--- src/rtl/usart_tx_8251.sv ---
// ============================================================================
// usart_tx_8251 : 8251-compatible async transmitter (holding reg + shifter)
// Rev 1.0
// ============================================================================
`default_nettype none

module usart_tx_8251 (
    input  logic       I_CLK,
    input  logic       I_RST,
    input  logic [7:0] I_MODE,
    input  logic [7:0] I_CMD,
    input  logic       I_DATA_EN,
    input  logic       I_WE,
    input  logic [7:0] I_DATA,
    input  logic       I_TXC_EN,
    output logic       O_TXD,
    output logic       O_TXRDY,
    output logic       O_TXEMPTY,
    output logic [2:0] O_DEBUG_STATE
);

    localparam logic [2:0] S_IDLE   = 3'd0;
    localparam logic [2:0] S_START  = 3'd1;
    localparam logic [2:0] S_DATA   = 3'd2;
    localparam logic [2:0] S_PARITY = 3'd3;
    localparam logic [2:0] S_STOP   = 3'd4;

    logic [2:0] r_state;
    logic [6:0] r_tick;
    logic [2:0] r_bit;
    logic [7:0] r_hold;
    logic       r_hold_full;
    logic       r_wr;
    logic [7:0] r_shift;
    logic [7:0] r_fmt;
    logic       r_par;
    logic       r_txd;
    logic       r_txempty;

    logic [2:0] w_state_nxt;
    logic [2:0] w_bit_nxt;
    logic       w_load;
    logic       w_txd;
    logic       w_wr;
    logic       w_wr_rise;
    logic [7:0] w_tpb;
    logic [7:0] w_stop_len;
    logic [7:0] w_bit_len;
    logic       w_bit_end;
    logic       w_last_data;
    logic       w_can_load;
    logic [7:0] w_mask;
    logic       w_new_par;

    assign w_wr      = I_DATA_EN & I_WE;
    assign w_wr_rise = w_wr & ~r_wr;

    // Timing derives from the format latched at load, never the live mode byte
    always_comb begin
        case (r_fmt[1:0])
            2'b10:   w_tpb = 8'd16;
            2'b11:   w_tpb = 8'd64;
            default: w_tpb = 8'd1;
        endcase
        case (r_fmt[7:6])
            2'b10:   w_stop_len = (r_fmt[1] == 1'b0) ? 8'd2 : (w_tpb + (w_tpb >> 1));
            2'b11:   w_stop_len = w_tpb << 1;
            default: w_stop_len = w_tpb;
        endcase
    end

    assign w_bit_len   = (r_state == S_STOP) ? w_stop_len : w_tpb;
    assign w_bit_end   = I_TXC_EN & (r_state != S_IDLE) & ({1'b0, r_tick} == (w_bit_len - 8'd1));
    assign w_last_data = (r_bit == (3'd4 + {1'b0, r_fmt[3:2]}));
    assign w_can_load  = r_hold_full & I_CMD[0];

    always_comb begin
        case (I_MODE[3:2])
            2'b00:   w_mask = 8'h1F;
            2'b01:   w_mask = 8'h3F;
            2'b10:   w_mask = 8'h7F;
            default: w_mask = 8'hFF;
        endcase
    end

    assign w_new_par = (^(r_hold & w_mask)) ^ ~I_MODE[5];

    // State register
    always_ff @(posedge I_CLK) begin
        if (I_RST) begin
            r_state <= S_IDLE;
        end else begin
            r_state <= w_state_nxt;
        end
    end

    // Next-state logic
    always_comb begin
        w_state_nxt = r_state;
        w_bit_nxt   = r_bit;
        w_load      = 1'b0;
        case (r_state)
            S_IDLE: begin
                if (w_can_load && I_TXC_EN) begin
                    w_state_nxt = S_START;
                    w_load      = 1'b1;
                end
            end
            S_START: begin
                if (w_bit_end) begin
                    w_state_nxt = S_DATA;
                    w_bit_nxt   = 3'd0;
                end
            end
            S_DATA: begin
                if (w_bit_end) begin
                    if (w_last_data) begin
                        w_state_nxt = r_fmt[4] ? S_PARITY : S_STOP;
                    end else begin
                        w_bit_nxt = r_bit + 3'd1;
                    end
                end
            end
            S_PARITY: begin
                if (w_bit_end) begin
                    w_state_nxt = S_STOP;
                end
            end
            S_STOP: begin
                if (w_bit_end) begin
                    if (w_can_load) begin
                        w_state_nxt = S_START;
                        w_load      = 1'b1;
                    end else begin
                        w_state_nxt = S_IDLE;
                    end
                end
            end
            default: w_state_nxt = S_IDLE;
        endcase
    end

    // Output logic: line level for the upcoming cycle, registered below
    always_comb begin
        w_txd = 1'b1;
        case (w_state_nxt)
            S_START:  w_txd = 1'b0;
            S_DATA:   w_txd = r_shift[w_bit_nxt];
            S_PARITY: w_txd = r_par;
            default:  w_txd = 1'b1;
        endcase
        if (I_CMD[3]) begin
            w_txd = 1'b0;
        end
    end

    always_ff @(posedge I_CLK) begin
        if (I_RST) begin
            r_tick      <= 7'd0;
            r_bit       <= 3'd0;
            r_hold      <= 8'h00;
            r_hold_full <= 1'b0;
            r_wr        <= 1'b0;
            r_shift     <= 8'h00;
            r_fmt       <= 8'h00;
            r_par       <= 1'b0;
            r_txd       <= 1'b1;
            r_txempty   <= 1'b1;
        end else begin
            r_wr      <= w_wr;
            r_bit     <= w_bit_nxt;
            r_txd     <= w_txd;
            r_txempty <= ~r_hold_full & (r_state == S_IDLE);

            if (w_load || w_bit_end || (r_state == S_IDLE)) begin
                r_tick <= 7'd0;
            end else if (I_TXC_EN) begin
                r_tick <= r_tick + 7'd1;
            end

            if (w_load) begin
                r_shift <= r_hold;
                r_fmt   <= I_MODE;
                r_par   <= w_new_par;
            end

            // A write on the load cycle refills the holding register just vacated
            if (w_wr_rise) begin
                r_hold      <= I_DATA;
                r_hold_full <= 1'b1;
            end else if (w_load) begin
                r_hold_full <= 1'b0;
            end
        end
    end

    assign O_TXD         = r_txd;
    assign O_TXRDY       = ~r_hold_full & I_CMD[0];
    assign O_TXEMPTY     = r_txempty;
    assign O_DEBUG_STATE = r_state;

endmodule

`default_nettype wire

--- config.mk ---
export PLATFORM = sky130hd
export DESIGN_NAME = usart_tx_8251
export DESIGN_NICKNAME = d
export VERILOG_FILES = /design/src/rtl/usart_tx_8251.sv
export SDC_FILE = /design/constraint.sdc
export NUM_CORES = 1
export LEC_CHECK = 0
export ABC_AREA = 1
export BUFFER_PORTS_ARGS = -buffer_cell sky130_fd_sc_hd__buf_2
export CAP_MARGIN = 20
export CORE_MARGIN = 4
export CORE_UTILIZATION = 50
export DETAILED_ROUTE_END_ITERATION = 12
export GPL_TIMING_DRIVEN = 1
export HOLD_SLACK_MARGIN = 0.08
export PLACE_DENSITY = 0.74
export SLEW_MARGIN = 10
export SYNTH_ARGS = -nofsm -noshare
export SYNTH_HDL_FRONTEND = slang
export SYNTH_SLANG_ARGS = --single-unit
--- constraint.sdc ---
create_clock -name I_CLK -period 2.6 [get_ports I_CLK]
set_clock_uncertainty 0.1 [all_clocks]
set_input_delay 0.52 -clock I_CLK [delete_from_list [all_inputs] [get_ports I_CLK]]
set_output_delay 0.52 -clock I_CLK [all_outputs]
set_load 0.02 [all_outputs]
After elaboration in Yosys (flattened, before gate mapping)

Cells that the tools add are included.

$add $sub $neg: 5
$mul: 0
Div/mod/pow operators: 0
$lt $le $gt $ge: 1
Equality and inequality tests: 15
Shift operators: 0
Mux-type cells: 28
Bitwise gates (word level): 12
Reductions and logical operators: 9

Operators by type and width:

| kind                | count |
|---|---|
| $mux 3              | 10 |
| $pmux 8 s3          | 1 |
| $mux 8              | 2 |
| $pmux 8 s2          | 1 |
| $pmux 3 s5          | 1 |
| $pmux 7 s2          | 1 |
| $eq 3x2->1 const B  | 4 |
| $eq 2x2->1 const B  | 5 |
| $add 8x7->8         | 1 |
| $and 8x8->8         | 1 |
| $eq 7x8->1          | 1 |
| $mux 1              | 8 |
| $reduce_xor 8->1    | 1 |
| $sub 8x1->8 const B | 1 |
| $add 7x1->7 const B | 1 |
| $and 1x1->1         | 7 |
| $eq 3x1->1 const B  | 2 |
| $pmux 3 s2          | 1 |
| $lt 3x4->1 const B  | 1 |
| $add 3x1->3 const B | 1 |
| $add 3x2->3 const A | 1 |
| $bmux 1 s3          | 1 |
| $eq 3x3->1          | 1 |
| $eq 3x3->1 const B  | 1 |
| 12 further kinds    | 15 |

Register bits after elaboration: 42
Bits in latches: 0
Bits in writable memories: 0
Memory bits (read-only): 0
Input bits: 29
Output and inout port bits: 6
Word-level logic and storage cells: 81
Memories: 0

Depth between registers and ports, before layout

Depth in word-level cells: 15
Mapped depth: 25
Mapped depth without buffers: 25

Worst setup path before layout

OpenSTA, ideal clock, no wires.

Kind: register to register
From: reg r_state[0], in the netlist O_DEBUG_STATE[0]
To: reg r_txd, in the netlist O_TXD
Setup time: 0.121 ns
Arrival: 2.712 ns
Data required time: 2.379 ns
Path slack: -0.333 ns
Cell stages (with the launch flop): 23
Path buffers: 1
Period minus slack after synthesis: 2.933 ns
Cell sequence: dfxtp_1 nor2_4 nand3_2 inv_2 nand2_1 ha_1 ha_1 nor2_1 nor2_1 nand2_1 nor2_4 nand3_2 nor3_4 buf_6 nand3_4 a21oi_2 nand3_1 nand2_1 nand2_1 nand3_1 nand3_1 nand2_1 nand2_1

Cells in the longest elaborated chain, start to end: 11
Elaborated cells on any way between the ends: 28
Classes of those cells: 1 x add/sub; 8 x eq/ne; 15 x mux; 2 x bitwise; 2 x reduce/logical

Ends and longest elaborated chain:

| item                         | line     | source |
|---|---|---|
| start, declared              | 28       | `logic [2:0] r_state;` |
| start signal, assigned       | 93       | `r_state <= w_state_nxt;` |
| $eq 3x3->1                   | 72, 102  |  |
| $mux 8                       | 72       | `assign w_bit_len = (r_state == S_STOP) ? w_stop_len : w_tpb;` |
| $sub 8x1->8                  | 73       | `assign w_bit_end = I_TXC_EN & (r_state != S_IDLE) & ({1'b0, r_tick} == (w_bit_len - 8'd1));` |
| $eq 7x8->1                   | 73       |  |
| $and 1x1->1                  | 73       |  |
| $mux 3 (on tied branches)    | 116, 110 |  |
| $pmux 3 s2                   | 102      | `case (r_state)` |
| $bmux 1 s3                   | 148      | `S_DATA: w_txd = r_shift[w_bit_nxt];` |
| $mux 1 (not written as such) | 148      |  |
| $pmux 1 s3 *                 | 146      | `case (w_state_nxt)` |
| $mux 1 *                     | 152      | `if (I_CMD[3]) begin` |
| end signal, assigned         | 172      | `r_txd <= w_txd;` |
| end, declared                | 37       | `logic r_txd;` |

Every way passes the cells marked *; elsewhere a longest branch is shown, timed or not. The select of a mux whose other input is x is not followed.
A chain may end at the register's enable or synchronous reset.

Final worst setup path

Ends and elaborated chain as after synthesis.

==> out/results.ini <==
[power]
switching_share_pct = 25.2
internal-power_mw = 1.01
power.density_nw_per_um2 = 471
p_seq_share_pct = 49.2
net-switching-power_uw = 339
power_frac_clock_pct = 38.9
p_leak_nw = 1.31
p_comb_share_pct = 11.9
ir_drop_mv = 0.334

[timing]
max_freq_mhz = 344
relSlewSlack_pct = 74.9
worst_pin_slew_ns = 0.373
grt_setup_unrepaired = yes
setup_viol = 28
maxSlewViolCount = 0
hold_viol = 0
fin_crit_ns = 2.90
period_share_pct = 112
setup_ws_ns = -0.303
fin_hold_ws_ns = 0.340

[yosys]
syn_nets = 343
yosysTopAreaCell = dfxtp_1
synthesis.area_um2 = 2180
synth_compound_area_share_pct = 11.3
synth_fa_ha_area_share_pct = 2.29
yosysUniqueCellTypes = 31
synth_xor_area_share_pct = 5.21
ys_top_cells_by_area = dfxtp_1, nor2_1, nand2_1
synthSimpleGateAreaFrac_pct = 35.5
synth_top_area_share_pct = 37.6
netlist_instances = 310
synth.avg_cell_area_um2 = 7.04
ys_ff_latch = 41
synth_warnings = 0
seq_area_frac_synth_pct = 37.6
synth_top_family_by_area = simple AND/OR/NAND/NOR gates
yosys-mux-area-fraction_pct = 0

[global_route]
grt-ovfl-total = 0
grt_pass1_vias = 1952
antenna_found_initial = 0
grt_max_degree = 28
grt_usage_pct = 19.9
grt_first_pass_wirelength_um = 8380

[outcome]
status = complete, but fails checks
violations = negative setup slack

[layout]
syn_to_final_growth_pct = 30.9
fin_nets = 398
antenna_cells = 0
stdcell_count = 416
fin_util_pct = 69.4
layout_commonest_cell = nor2_1
seq_area_um2 = 827
drive_above_1_share_pct = 30.1
multi_input_comb_area_um2 = 1290
fillers = 348
mostFrequentLayoutCells = nor2_1, nand2_1, dfxtp_1

[detailed_routing]
viasPerCell = 5.21
vias = 2168
wire_per_inst_um = 13.1
dr.pass1.iters = 4
antenna_left = 0
finalWirelength_um = 5450
drt-initial-drc-count = 149
drcViolationCount = 0

[clock_tree]
htree_levels = 2
cts_tree = done
cts_buffer_depth = 2
clock_sinks = 41
insertion_delay_ns = 0.30
clkTransAtPathRegs_ns = 0.08
numCtsBuffers = 5
root_buffer = clkbuf_8

[floorplanning]
core_area_um2 = 4120
ios = 35
rows = 23
fp.dieW_um = 74.1
dieArea_um2 = 5490
die_h_um = 74.1
start_util_pct = 53.1

[critical_path]
arrival_ns = 2.99
cp_max_fo = 6
crit_start = O_DEBUG_STATE[0]$_SDFF_PP0_
regToRegStartpoint = O_DEBUG_STATE[0]$_SDFF_PP0_
cp-start-kind = flip-flop
end_kind = flip-flop
crit_type = flip-flop to flip-flop
critPathRequiredTime_ns = 2.68

[min_path]
hold_path.class = input pin to flip-flop
min_from = I_MODE[7]

[flow_run]
max_cap_violations = 0

[placed_design]
dp_hpwl_um = 3600
place_inst = 403
port_buffers = 28
place_congestion = 0.830

==> power by group through the flow <==
stage | combinational (mW) | sequential (mW) | clock (mW)
after floorplan | 0.0877 | 0.677 | 0
after global placement | 0.140 | 0.676 | 0
after detailed placement | 0.143 | 0.676 | 0
after CTS | 0.145 | 0.662 | 0.528
after global routing | 0.176 | 0.665 | 0.563
final | 0.159 | 0.662 | 0.524
==> cell usage after synthesis <==
cell      number
a211oi_1       1
buf_6          1
xor2_1         7
nor2_1        59
nand3_4        1
ha_1           4
inv_1         33
inv_2          5
o21ai_2        1
nand4_1        3
nor2_4         3
nor3_4         1
nor4_1         1
a21oi_1       13
nor3b_1        1
nand2_1       45
o21ai_0       28
a21oi_2        1
nand4_4        1
xnor2_1        6
nand3b_1       1
o211ai_1       1
nand2_4        1
nand3_1       31
nand3_2        3
a221oi_1       1
buf_1          1
nor3_1         2
dfxtp_1       41
nand2_2        8
clkbuf_1       5
==> flip-flops by register name, summed over array words and instances, names as in the netlist <==
| name | flops |
|---|---|
| r_hold_full | 1 |
| r_fmt | 7 |
| r_wr | 1 |
| r_bit | 3 |
| O_DEBUG_STATE | 3 |
| r_tick | 7 |
| O_TXEMPTY | 1 |
| O_TXD | 1 |
| r_par | 1 |
| r_hold | 8 |
| r_shift | 8 |
==> logic make-up (layout without fill, tap and decap cells) <==
| family | Yosys count | count (layout) |
|---|---|---|
| and+or+nand+nor | 161 | 161 |
| xor gates and xnor gates | 13 | 13 |
| DFF | 41 | 41 |
| adders and majority gates | 4 | 4 |
| AOI/OAI and AO/OA | 46 | 46 |
| buffers and inverters | 45 | 101 |
==> stage by stage <==
| step | cell area (µm²) | setup TNS [ns] | setup WS [ns] | power, mW |
|---|---|---|---|---|
| after floorplan | 2220 | -0.0873 | -0.0873 | 0.764 |
| after global placement | 2580 | -0.152 | -0.152 | 0.816 |
| after detailed placement | 2580 | -0.231 | -0.200 | 0.819 |
| after CTS | 2710 | -0.237 | -0.194 | 1.33 |
| after global routing | 2860 | -8.44 | -0.549 | 1.40 |
| final | 2860 | -2.61 | -0.303 | 1.35 |
==> final cells by class <==
| cell class | instances | share of cell area, % |
|---|---|---|
| sequential | 41 | 28.9 |
| tap | 50 | 2.19 |
| timing repair buffer | 55 | 14.6 |
| inverter | 38 | 5.08 |
| clock buffer | 6 | 2.54 |
| clock inverter | 2 | 1.36 |
| multi-input combinational | 224 | 45.3 |
==> final timing paths <==
kind	to	slack (ns)	cells past startpoint
min reg2reg	r_hold[4]$_SDFFE_PP0P_	0.38	2
min	r_fmt[7]$_SDFFE_PP0P_	0.34	3
max	O_TXD$_SDFF_PP1_	-0.30	22
max reg2reg	O_TXD$_SDFF_PP1_	-0.30	22
==> critical path, cell delays in order (launching register included) <==
cell and delay (ns):
dfxtp_2 0.34, nor2_4 0.14, nand3_2 0.10, inv_2 0.08, nand2_2 0.06, ha_4 0.17, ha_4 0.26, nor2_2 0.03
nor2_1 0.10, nand2_1 0.09, nor2_4 0.13, nand3_4 0.09, nor3_4 0.22, buf_12 0.15, nand3_4 0.07, a21oi_4 0.18
nand3_2 0.09, nand2_2 0.09, nand2_2 0.06, nand3_2 0.07, nand3_2 0.07, nand2_1 0.05, nand2_1 0.04
==> repair_timing <==
action	CTS	global route
hold buffers	0	0
resized for setup	4	25
setup endpoints to repair	8	30
setup buffers	1	3
gates cloned	0	2
pin swaps	0	19
==> layer usage <==
metal  global-route usage, %  up-vias  part of all wire, %
met5                       0        -                    0
met4                    8.65        0                  1.5
met3                    5.54       10                  5.5
met2                    32.5       50                   49
met1                    24.6      998                   44
li1                        -     1110                    -
Note: power is estimated with default switching activity, not from simulation.
